## src/rtl/dmem_mmio_responder_if.sv

```systemverilog
// Processor data port, dmem port and output-FIFO stream bundled for the MMIO responder.
// Stream handshake: out_data/out_valid are stable registered state; a word transfers on a rising edge where out_valid && out_ready.
interface dmem_mmio_responder_if #(
  parameter int ADDR_W = 12,
  parameter int DATA_W = 32
);
  logic [ADDR_W-1:0] cpu_address;
  logic [DATA_W-1:0] cpu_data;
  logic              cpu_wren;
  logic [DATA_W-1:0] cpu_q;
  logic [ADDR_W-1:0] mem_address;
  logic [DATA_W-1:0] mem_data;
  logic              mem_wren;
  logic [DATA_W-1:0] mem_q;
  logic [DATA_W-1:0] out_data;
  logic              out_valid;
  logic              out_ready;

  modport slave (
    input  cpu_address, cpu_data, cpu_wren, mem_q, out_ready,
    output cpu_q, mem_address, mem_data, mem_wren, out_data, out_valid
  );

  modport master (
    output cpu_address, cpu_data, cpu_wren, mem_q, out_ready,
    input  cpu_q, mem_address, mem_data, mem_wren, out_data, out_valid
  );
endinterface

```

## src/rtl/dmem_mmio_responder.sv

```systemverilog
// Data-memory port responder: passes traffic through to dmem and serves a 256-word MMIO
// window (TX FIFO, cycle counter, drop counter) with the same one-cycle read latency as dmem.
module dmem_mmio_responder #(
  parameter int              ADDR_W     = 12,
  parameter int              DATA_W     = 32,
  parameter logic [ADDR_W-1:0] MMIO_BASE = 12'hF00,
  parameter int              FIFO_DEPTH = 16
) (
  input  logic                  clock,
  input  logic                  reset,
  dmem_mmio_responder_if.slave  bus
);
  localparam int PTR_W = $clog2(FIFO_DEPTH);
  localparam int CNT_W = PTR_W + 1;

  logic              is_mmio;
  logic [7:0]        offset;
  logic              hit_tx, hit_cyc, hit_drops;
  logic              push, pop, push_ok, drop;
  logic              full, empty;

  logic [CNT_W-1:0]  count_q, count_d;
  logic [PTR_W-1:0]  wr_ptr_q, wr_ptr_d;
  logic [PTR_W-1:0]  rd_ptr_q, rd_ptr_d;
  logic [DATA_W-1:0] cycles_q, cycles_d;
  logic [DATA_W-1:0] drops_q, drops_d;
  logic              sel_mmio_q, sel_mmio_d;
  logic [DATA_W-1:0] mmio_rd_q, mmio_rd_d;
  logic [DATA_W-1:0] status;
  logic [DATA_W-1:0] fifo_q [FIFO_DEPTH];

  assign is_mmio   = (bus.cpu_address[ADDR_W-1:8] == MMIO_BASE[ADDR_W-1:8]);
  assign offset    = bus.cpu_address[7:0];
  assign hit_tx    = is_mmio && (offset == 8'h00);
  assign hit_cyc   = is_mmio && (offset == 8'h02);
  assign hit_drops = is_mmio && (offset == 8'h03);

  assign bus.mem_address = bus.cpu_address;
  assign bus.mem_data    = bus.cpu_data;
  assign bus.mem_wren    = bus.cpu_wren & ~is_mmio;

  assign full          = (count_q == CNT_W'(FIFO_DEPTH));
  assign empty         = (count_q == '0);
  assign bus.out_valid = ~empty;
  assign bus.out_data  = fifo_q[rd_ptr_q];
  assign bus.cpu_q     = sel_mmio_q ? mmio_rd_q : bus.mem_q;

  // A pop in the same cycle frees the slot, so a push into a full FIFO still lands.
  assign pop     = bus.out_valid & bus.out_ready;
  assign push    = bus.cpu_wren & hit_tx;
  assign push_ok = push & (~full | pop);
  assign drop    = push & ~push_ok;

  always_comb begin
    status          = '0;
    status[0]       = full;
    status[1]       = empty;
    status[4 +: CNT_W] = count_q;
  end

  always_comb begin
    count_d    = count_q + CNT_W'(push_ok) - CNT_W'(pop);
    wr_ptr_d   = wr_ptr_q + PTR_W'(push_ok);
    rd_ptr_d   = rd_ptr_q + PTR_W'(pop);
    cycles_d   = (bus.cpu_wren && hit_cyc) ? bus.cpu_data : cycles_q + 1'b1;
    drops_d    = drops_q;
    if (bus.cpu_wren && hit_drops) begin
      drops_d = '0;
    end else if (drop && (drops_q != '1)) begin
      drops_d = drops_q + 1'b1;
    end
    sel_mmio_d = is_mmio;
    mmio_rd_d  = '0;
    if (is_mmio) begin
      case (offset)
        8'h01:   mmio_rd_d = status;
        8'h02:   mmio_rd_d = cycles_q;
        8'h03:   mmio_rd_d = drops_q;
        default: mmio_rd_d = '0;
      endcase
    end
  end

  always_ff @(posedge clock) begin
    if (reset) begin
      count_q    <= '0;
      wr_ptr_q   <= '0;
      rd_ptr_q   <= '0;
      cycles_q   <= '0;
      drops_q    <= '0;
      sel_mmio_q <= 1'b0;
      mmio_rd_q  <= '0;
    end else begin
      count_q    <= count_d;
      wr_ptr_q   <= wr_ptr_d;
      rd_ptr_q   <= rd_ptr_d;
      cycles_q   <= cycles_d;
      drops_q    <= drops_d;
      sel_mmio_q <= sel_mmio_d;
      mmio_rd_q  <= mmio_rd_d;
    end
  end

  // Storage is not reset; the cleared count makes stale entries unreachable.
  always_ff @(posedge clock) begin
    if (push_ok) begin
      fifo_q[wr_ptr_q] <= bus.cpu_data;
    end
  end
endmodule

```

## src/flat_wrapper.sv

```systemverilog
// flat-port wrapper written by rule: the top's interface ports become plain ports
module dmem_mmio_responder_flat 
#(
  parameter int              ADDR_W     = 12,
  parameter int              DATA_W     = 32,
  parameter logic [ADDR_W-1:0] MMIO_BASE = 12'hF00,
  parameter int              FIFO_DEPTH = 16
)
  (clock, reset, bus_cpu_address, bus_cpu_data, bus_cpu_wren, bus_mem_q, bus_out_ready, bus_cpu_q, bus_mem_address, bus_mem_data, bus_mem_wren, bus_out_data, bus_out_valid);
  dmem_mmio_responder_if #(.ADDR_W(ADDR_W), .DATA_W(DATA_W)) bus_i ();
  input  logic clock;
  input  logic reset;
  input wire logic [$bits(bus_i.cpu_address)-1:0] bus_cpu_address;
  input wire logic [$bits(bus_i.cpu_data)-1:0] bus_cpu_data;
  input wire logic [$bits(bus_i.cpu_wren)-1:0] bus_cpu_wren;
  input wire logic [$bits(bus_i.mem_q)-1:0] bus_mem_q;
  input wire logic [$bits(bus_i.out_ready)-1:0] bus_out_ready;
  output wire logic [$bits(bus_i.cpu_q)-1:0] bus_cpu_q;
  output wire logic [$bits(bus_i.mem_address)-1:0] bus_mem_address;
  output wire logic [$bits(bus_i.mem_data)-1:0] bus_mem_data;
  output wire logic [$bits(bus_i.mem_wren)-1:0] bus_mem_wren;
  output wire logic [$bits(bus_i.out_data)-1:0] bus_out_data;
  output wire logic [$bits(bus_i.out_valid)-1:0] bus_out_valid;
  assign bus_i.cpu_address = bus_cpu_address;
  assign bus_i.cpu_data = bus_cpu_data;
  assign bus_i.cpu_wren = bus_cpu_wren;
  assign bus_i.mem_q = bus_mem_q;
  assign bus_i.out_ready = bus_out_ready;
  assign bus_cpu_q = bus_i.cpu_q;
  assign bus_mem_address = bus_i.mem_address;
  assign bus_mem_data = bus_i.mem_data;
  assign bus_mem_wren = bus_i.mem_wren;
  assign bus_out_data = bus_i.out_data;
  assign bus_out_valid = bus_i.out_valid;
  dmem_mmio_responder #(.ADDR_W(ADDR_W), .DATA_W(DATA_W), .MMIO_BASE(MMIO_BASE), .FIFO_DEPTH(FIFO_DEPTH)) u_core (.clock(clock), .reset(reset), .bus(bus_i));
endmodule
```

## config.mk

```make
export PLATFORM = sky130hd
export DESIGN_NAME = dmem_mmio_responder_flat
export DESIGN_NICKNAME = d
export VERILOG_FILES = /design/src/rtl/dmem_mmio_responder_if.sv /design/src/rtl/dmem_mmio_responder.sv /design/src/flat_wrapper.sv
export SDC_FILE = /design/constraint.sdc
export NUM_CORES = 1
export LEC_CHECK = 0
export ABC_AREA = 0
export CORE_MARGIN = 2
export CORE_UTILIZATION = 58
export CTS_BUF_LIST = sky130_fd_sc_hd__clkbuf_8 sky130_fd_sc_hd__clkbuf_16
export DETAILED_ROUTE_END_ITERATION = 10
export PLACE_DENSITY = 0.81
export SYNTH_ARGS = -nofsm -noshare
export SYNTH_HDL_FRONTEND = slang
export SYNTH_SLANG_ARGS = --single-unit
```

## constraint.sdc

```tcl
create_clock -name clock -period 5.7 [get_ports clock]
set_clock_uncertainty 0.05 [all_clocks]
set_input_delay 0.855 -clock clock [delete_from_list [all_inputs] [get_ports clock]]
set_output_delay 0.855 -clock clock [all_outputs]
set_load 0.03 [all_outputs]
```

==> impl_metrics.json, run 1 <==
{
  "outcome": "completed",
  "yosysMostFrequentCell": "edfxtp_1",
  "drive_above_1_share_pct": 22.4,
  "total_power_w": 0.0111,
  "overflow": 0,
  "ys_types": 61,
  "drt-initial-drc-count": 1455,
  "grt_usage_pct": 26.4,
  "syn_area_um2": 25100,
  "root_buffer": "clkbuf_16",
  "rsz0062_at_grt": "false",
  "clk_pin_slew_worst_paths_ns": 0.06,
  "die_area_um2": 45000,
  "antenna_left": 0,
  "wl_per_cell_um": 26.3,
  "die_y_um": 212,
  "coreArea_um2": 42900,
  "post-place-ws_ns": 1.21,
  "dp.cells": 2083,
  "leakagePower_nw": 9.20,
  "grt_max_degree": 58,
  "max_freq_mhz": 216,
  "worst_pin_slew_ns": 1.25,
  "syn_to_final_growth_pct": 17.7,
  "grtUsageMet1_pct": 36.4,
  "cts_hold_buf": 0,
  "p_per_area_nw_per_um2": 375,
  "num_rows": 76,
  "numCtsBuffers": 59,
  "cts_buffer_depth": 3,
  "synth_edf_count": 512,
  "setup-violations-final": 0,
  "yosysWarnings": 0,
  "busiest_layer": "met2",
  "layout_min_cycle_time_ns": 4.63,
  "avgSynthCellArea_um2": 18.0,
  "h-tree-depth": 2,
  "cts_setup_buffers": 0,
  "dr.pass1.iters": 6,
  "syn_nets": 1489,
  "final_nets": 1652,
  "finalCritPeriodShare_pct": 81.2,
  "cts_resized": 0,
  "grt_pass1_wl_mm": 87.2,
  "worstPathRequired_ns": 4.80,
  "cts_sinks": 622,
  "endpoint_kind": "primary output",
  "crit_type": "flop to primary output",
  "clock_latency_ns": 0.60,
  "synthTopCellsByCount": "edfxtp_1 (512), mux4_2 (160), nor2_1 (120), dfxtp_1 (110), buf_4 (45)",
  "finalHoldViolations": 0,
  "io_pins": 190,
  "dp_hpwl_mm": 33.5,
  "synth_seq_cells": 622,
  "instances_no_fill": 2195,
  "grt_pass1_vias": 14100,
  "drv_cap": 0,
  "hp-class": "flop to flop",
  "async_flop_share_pct": 0,
  "worstPathArrival_ns": 3.72,
  "fp.dieW_um": 212,
  "antenna_found_initial": 1,
  "grtUsageMet2_pct": 43.9,
  "syn_inst": 1396,
  "vias": 13600,
  "synth.area.top_cells": "edfxtp_1 (61%), mux4_2 (14%), dfxtp_1 (8.8%), nor2_1 (1.8%), mux2_2 (1.7%)",
  "grt_use_met3_pct": 5.01,
  "drc": 0,
  "initial_core_util_pct": 58.6,
  "io_buffers": 189,
  "r2r_slack_ns": 2.42,
  "fillCellCount": 2632,
  "drv_slew": 0,
  "setup_slack_ns": 1.07,
  "via_per_inst": 6.22,
  "tns_ns": 0,
  "slew_headroom_pct": 16.6,
  "synthFlopType": "edfxtp_1",
  "place_congestion": 0.886,
  "max-vdd-ir-drop_mv": 0.251,
  "synth_area_leader_cell": "edfxtp_1",
  "finalWirelength_mm": 57.7,
  "path_max_fanout": 39,
  "synth_top_area_share_pct": 61.2,
  "ys_seq_area_share_pct": 69.9,
  "cts_tree": "yes",
  "cp-start-kind": "flop"
}
-- cells in the final DEF, fill, tap and decap left out, types with 5 or more instances in the layout --
master,instances
a211oi_1,34
a21oi_1,14
a22oi_1,32
and4_1,5
buf_4,25
bufinv_16,10
clkbuf_16,62
clkdlybuf4s50_1,188
clkinv_1,7
clkinv_2,12
dfxtp_1,106
edfxtp_1,512
ha_1,12
inv_1,31
mux2_2,39
mux4_2,160
nand2_1,26
nand3_1,31
nand4_1,12
nor2_1,108
nor2_4,12
nor2b_1,7
nor3_1,5
nor3_2,5
o21ai_0,8
or3_1,15
or4_1,5
xnor2_1,30
xor2_1,24
-- area by class of cell --
type / instances / area [µm²] / share of cell area (%)
multi-input cells: 640 / 6970 / 23.6
inverters: 18 / 67.6 / 0.228
clock inverters: 46 / 470 / 1.59
flip-flops and latches: 622 / 17600 / 59.5
repair buffers: 218 / 2150 / 7.29
diodes: 1 / 2.50 / 0.00846
clock buffers: 65 / 1590 / 5.39
well taps: 585 / 732 / 2.48
-- worst max-delay path, cell delays in order (launching register included) --
cell and delay (ns):
dfxtp_4 0.89, buf_4 0.45, mux4_2 0.60, mux4_2 0.50
clkdlybuf4s50_1 0.62
-- routing by layer --
layer	vias up	wire length, µm
li1	5842	-
met1	7043	22800
met2	678	29100
met3	86	4580
met4	0	1240
met5	-	0
-- cells by family after synthesis --
family,share of synthesized area (%)
buf+inv,2.83
flops,69.9
compound gates,3.15
xor+xnor,1.88
fa+ha+maj,0.677
mux,16.2
simple gates,5.36
-- sequential cells by signal, summed over array words and instances, names as in the netlist --
register,count
u_core.sel_mmio_q,1
u_core.mmio_rd_q,32
u_core.cycles_q,32
u_core.fifo_q,512
u_core.drops_q,32
u_core.rd_ptr_q,4
u_core.wr_ptr_q,4
u_core.count_q,5
-- path summary, 6_finish.rpt --
kind                                                        end  depth (start not counted)                             from
worst max-delay path                           bus_out_data[26]                          4    u_core.rd_ptr_q[0]$_SDFF_PP0_
worst min-delay path            u_core.drops_q[12]$_SDFFE_PP0P_                          2  u_core.drops_q[12]$_SDFFE_PP0P_
worst max register to register   u_core.fifo_q[4][17]$_DFFE_PP_                          9     u_core.count_q[2]$_SDFF_PP0_
worst min register to register  u_core.drops_q[12]$_SDFFE_PP0P_                          2  u_core.drops_q[12]$_SDFFE_PP0P_
-- per-stage QoR --
step	instance area (µm²)	hold WS (ns)	util, %
after floorplan	25100	0.421	-
after global placement	27500	0.433	64.1
after detailed placement	27500	0.456	64.1
after CTS	29600	0.465	68.9
after global routing	29600	0.509	68.9
final	29600	0.477	69.0
-- power breakdown --
group          switching, W  internal [W]
Sequential         0.000132       0.00494
Combinational      0.000892       0.00101
Clock               0.00167       0.00246
Total               0.00270       0.00840
No activity file was read; power rests on OpenSTA's default activity.
==> inputs of run 2 (changes only) <==
==> constraint.sdc (replaced) <==
create_clock -name clock -period 4.85 [get_ports clock]
set_clock_uncertainty 0.05 [all_clocks]
set_input_delay 0.7275 -clock clock [delete_from_list [all_inputs] [get_ports clock]]
set_output_delay 0.7275 -clock clock [all_outputs]
set_load 0.03 [all_outputs]
==> impl_metrics.json, run 2 (same netlist as run 1, synthesis figures left out) <==
{
  "layout.cells.most_common": "edfxtp_1",
  "drv_slew": 0,
  "cpMaxStageDelayCell": "mux4_2",
  "instances_no_fill": 2205,
  "dp.cells": 2096,
  "root_buffer": "clkbuf_16",
  "wl_per_cell_um": 27.0,
  "initial_core_util_pct": 58.6,
  "max_stage_delay_ns": 0.66,
  "die_y_um": 212,
  "worst_pin_slew_ns": 1.26,
  "endpoint_kind": "primary output",
  "crit_type": "flop to primary output",
  "drive_above_1_share_pct": 22.7,
  "layout_min_cycle_time_ns": 4.14,
  "final_nets": 1664,
  "io_buffers": 189,
  "place_congestion": 0.886,
  "finalCritPeriodShare_pct": 85.4,
  "cts_setup_buffers": 0,
  "grt_pass1_vias": 14100,
  "setup-violations-final": 0,
  "outcome": "completed",
  "finalWirelength_mm": 59.6,
  "worstPathRequired_ns": 4.07,
  "grt_use_met3_pct": 3.90,
  "finalHoldViolations": 0,
  "cts_sinks": 622,
  "fillCellCount": 2620,
  "cts_buffer_depth": 3,
  "cts_tree": "yes",
  "dp_hpwl_mm": 34.4,
  "dr.pass1.iters": 5,
  "drv_cap": 0,
  "worstPathCellList": "buf_12 > mux4_2 > mux4_2 > clkdlybuf4s50_1",
  "overflow": 0,
  "grtUsageMet2_pct": 45.8,
  "p_per_area_nw_per_um2": 429,
  "grtUsageMet1_pct": 37.6,
  "via_per_inst": 6.24,
  "drc": 0,
  "path_delay_family": "multiplexers",
  "num_rows": 76,
  "diodes": 0,
  "crit_top_cell": "mux4_2",
  "max-vdd-ir-drop_mv": 0.320,
  "max_freq_mhz": 241,
  "leakagePower_nw": 9.19,
  "die_area_um2": 45000,
  "busiest_layer": "met2",
  "antenna_left": 0,
  "largest-register": "u_core.fifo_q",
  "tns_ns": 0,
  "h-tree-depth": 2,
  "numCtsBuffers": 58,
  "fp.dieW_um": 212,
  "clk_pin_slew_worst_paths_ns": 0.06,
  "cp-start-kind": "flop",
  "path_buf_inv": 2,
  "worstPathArrival_ns": 3.36,
  "cts_hold_buf": 0,
  "cts_resized": 0,
  "syn_to_final_growth_pct": 17.5,
  "grt_usage_pct": 27.3,
  "grt_max_degree": 78,
  "mostFrequentLayoutCells": "edfxtp_1 (512), clkdlybuf4s50_1 (188), mux4_2 (160)",
  "rsz0062_at_grt": "false",
  "drt-initial-drc-count": 1469,
  "largest_reg_flops": 512,
  "coreArea_um2": 42900,
  "hp-class": "flop to flop",
  "grt_pass1_wl_mm": 89.6,
  "total_power_w": 0.0127,
  "vias": 13800,
  "path_max_fanout": 77,
  "slew_headroom_pct": 16.2,
  "clock_latency_ns": 0.61,
  "io_pins": 190,
  "antenna_found_initial": 0
}
==> run 2: changes by cell type in the layout (fill, tap and decap cells not counted), sizes merged <==
cell	change
clkinv	+3
diode	-1
inv	+2
clkinvlp	+2
buf	+13
bufinv	-6
clkbuf	-3
==> run 2: area by class of cell <==
cell class | instances | area, µm² | area share (%)
sequential | 622 | 17600 | 59.5
multi-input combinational | 640 | 6970 | 23.6
timing repair buffer | 231 | 2310 | 7.84
clock buffer | 62 | 1540 | 5.22
tap | 585 | 732 | 2.48
clock inverter | 47 | 327 | 1.11
inverter | 18 | 67.6 | 0.229
==> run 2: power breakdown <==
group / total (W) / leakage [nW] / internal [W] / switching, W
sequential: 0.00587 / 5.49 / 0.00580 / 0.0000714
combinational: 0.00232 / 2.72 / 0.00118 / 0.00115
clock: 0.00447 / 0.971 / 0.00250 / 0.00197
total: 0.0127 / 9.19 / 0.00947 / 0.00319
==> run 2: final timing paths <==
path                                   from                             end  slack (ns)  cells after the start
max           u_core.rd_ptr_q[0]$_SDFF_PP0_                bus_out_data[26]        0.71                      4
min          u_core.drops_q[5]$_SDFFE_PP0P_  u_core.drops_q[5]$_SDFFE_PP0P_        0.47                      2
max reg2reg    u_core.count_q[2]$_SDFF_PP0_  u_core.fifo_q[12][2]$_DFFE_PP_        1.71                      9
min reg2reg  u_core.drops_q[5]$_SDFFE_PP0P_  u_core.drops_q[5]$_SDFFE_PP0P_        0.47                      2
==> run 2: per-stage QoR <==
stage               setup slack [ns]  util, %  area (µm²)  hold slack [ns]
finish                         0.708     68.9       29500            0.465
global route                   0.584     68.9       29500            0.499
CTS                            0.657     68.9       29500            0.461
detailed placement             0.871     64.5       27700            0.449
global placement               0.953     64.5       27700            0.439
floorplan                      0.242        -       25100            0.421
==> run 2: tightest hold or removal path, delay by kind of cell, from the launching register on <==
family          cells  cell delay (ns)
flops               1             0.34
compound gates      2             0.12
==> run 2: layer usage <==
layer,vias to the layer above,part of all wire [%]
li1,5879,-
met1,7012,38
met2,758,51
met4,0,2.8
met3,105,8.1
met5,-,0
==> inputs of run 3 (changes only) <==
==> constraint.sdc (replaced) <==
create_clock -name clock -period 4.85 [get_ports clock]
set_clock_uncertainty 0.05 [all_clocks]
set_input_delay 0.97 -clock clock [delete_from_list [all_inputs] [get_ports clock]]
set_output_delay 0.97 -clock clock [all_outputs]
set_load 0.03 [all_outputs]
==> impl_metrics.json, run 3 (same netlist as run 1, synthesis figures left out) <==
{
  "setup-violations-final": 0,
  "reg2reg_depth": 9,
  "met3WireLength_mm": 3.96,
  "path_max_fanout": 22,
  "io_pins": 190,
  "wl_per_cell_um": 26.5,
  "vias": 13800,
  "initial_core_util_pct": 58.6,
  "grt_pass1_vias": 14200,
  "finalHoldViolations": 0,
  "root_buffer": "clkbuf_16",
  "p_per_area_nw_per_um2": 428,
  "antenna_found_initial": 1,
  "final_nets": 1681,
  "wl_met2_mm": 29.6,
  "dp.cells": 2114,
  "dr.pass1.iters": 6,
  "cp-start-kind": "flop",
  "instances_no_fill": 2216,
  "max_freq_mhz": 224,
  "max-vdd-ir-drop_mv": 0.272,
  "cts_hold_buf": 0,
  "cts_tree": "yes",
  "num_rows": 76,
  "drt-initial-drc-count": 1237,
  "leakagePower_nw": 9.26,
  "cts_sinks": 622,
  "drc": 0,
  "grt_usage_pct": 27.1,
  "finalWirelength_mm": 58.7,
  "worst_pin_slew_ns": 1.16,
  "die_area_um2": 45000,
  "grt_max_degree": 64,
  "cts_resized": 0,
  "fp.dieW_um": 212,
  "clk_pin_slew_worst_paths_ns": 0.07,
  "h-tree-depth": 2,
  "die_y_um": 212,
  "largest-register": "u_core.fifo_q",
  "worstHoldPathCells": 2,
  "layout_min_cycle_time_ns": 4.46,
  "io_buffers": 189,
  "place_congestion": 0.912,
  "drv_cap": 0,
  "clock_latency_ns": 0.61,
  "grt_pass1_wl_mm": 88.8,
  "layout.cells.most_common": "edfxtp_1",
  "worstPathArrival_ns": 3.44,
  "worstPathRequired_ns": 3.83,
  "outcome": "completed",
  "maxUsedRoutingLayer": "met4",
  "cts_setup_buffers": 0,
  "finalCritPeriodShare_pct": 92.0,
  "drive_above_1_share_pct": 23.3,
  "diodes": 0,
  "dp_hpwl_mm": 33.1,
  "overflow": 0,
  "mostFrequentLayoutCells": "edfxtp_1 (512), clkdlybuf4s50_1 (188), mux4_2 (160)",
  "largest_reg_flops": 512,
  "antenna_left": 0,
  "hp-class": "flop to flop",
  "wl_met1_mm": 23.4,
  "crit_type": "flop to primary output",
  "drv_slew": 0,
  "syn_to_final_growth_pct": 18.2,
  "endpoint_kind": "primary output",
  "coreArea_um2": 42900,
  "cts_buffer_depth": 3,
  "slew_headroom_pct": 22.4,
  "tns_ns": 0,
  "rsz0062_at_grt": "false",
  "via_per_inst": 6.24,
  "numCtsBuffers": 57
}
## run 3: cell types whose count changed in the layout (fill, tap and decap cells not counted), moves of 2 or more
cell / change
buf_12: +4
buf_4: +14
clkinv_1: +2
clkinv_2: -3
clkinv_4: -2
inv_1: -4
## run 3: metrics by stage
| step | utilization (%) | cell area (µm²) | worst slack [ns] | hold slack [ns] | power (W) |
|---|---|---|---|---|---|
| floorplan | - | 25100 | 0.273 | 0.421 | 0.00758 |
| global placement | 65.0 | 27900 | 0.682 | 0.437 | 0.00833 |
| detailed placement | 65.0 | 27900 | 0.604 | 0.461 | 0.00836 |
| CTS | 69.3 | 29700 | 0.326 | 0.470 | 0.0128 |
| global route | 69.3 | 29700 | 0.260 | 0.506 | 0.0131 |
| finish | 69.3 | 29700 | 0.388 | 0.480 | 0.0127 |
## run 3: worst paths after layout
| check | start | to | slack (ns) |
|---|---|---|---|
| worst max-delay path | u_core.rd_ptr_q[0]$_SDFF_PP0_ | bus_out_data[8] | 0.39 |
| worst min-delay path | u_core.drops_q[21]$_SDFFE_PP0P_ | u_core.drops_q[21]$_SDFFE_PP0P_ | 0.48 |
| worst max register to register | u_core.count_q[2]$_SDFF_PP0_ | u_core.fifo_q[4][17]$_DFFE_PP_ | 1.70 |
| worst min register to register | u_core.drops_q[21]$_SDFFE_PP0P_ | u_core.drops_q[21]$_SDFFE_PP0P_ | 0.48 |
## run 3: metal layers
metal / global-route usage (%) / up-vias
li1: - / 5905
met2: 45.6 / 648
met5: 0 / -
met3: 4.58 / 113
met4: 8.52 / 0
met1: 36.5 / 7169
## run 3: critical path: stages (launching register included)
cell and delay, ns:
dfxtp_4 0.64, buf_12 0.28, buf_12 0.21, mux4_2 0.54
mux4_2 0.51, clkdlybuf4s50_1 0.62
## run 3: power by group
| group | total (W) | internal [W] | leakage, nW | switching [W] |
|---|---|---|---|---|
| logic | 0.00234 | 0.00123 | 2.82 | 0.00111 |
| registers | 0.00592 | 0.00580 | 5.49 | 0.000117 |
| clock network | 0.00445 | 0.00254 | 0.952 | 0.00192 |
## run 3: cell type report
| cell class | instances | area (µm²) |
|---|---|---|
| Sequential cell | 622 | 17600 |
| Fill cell | 2641 | 13200 |
| Multi-Input combinational cell | 640 | 6970 |
| Timing Repair Buffer | 249 | 2500 |
| Clock buffer | 62 | 1540 |
| Tap cell | 585 | 732 |
| Clock inverter | 40 | 310 |
| Inverter | 18 | 67.6 |
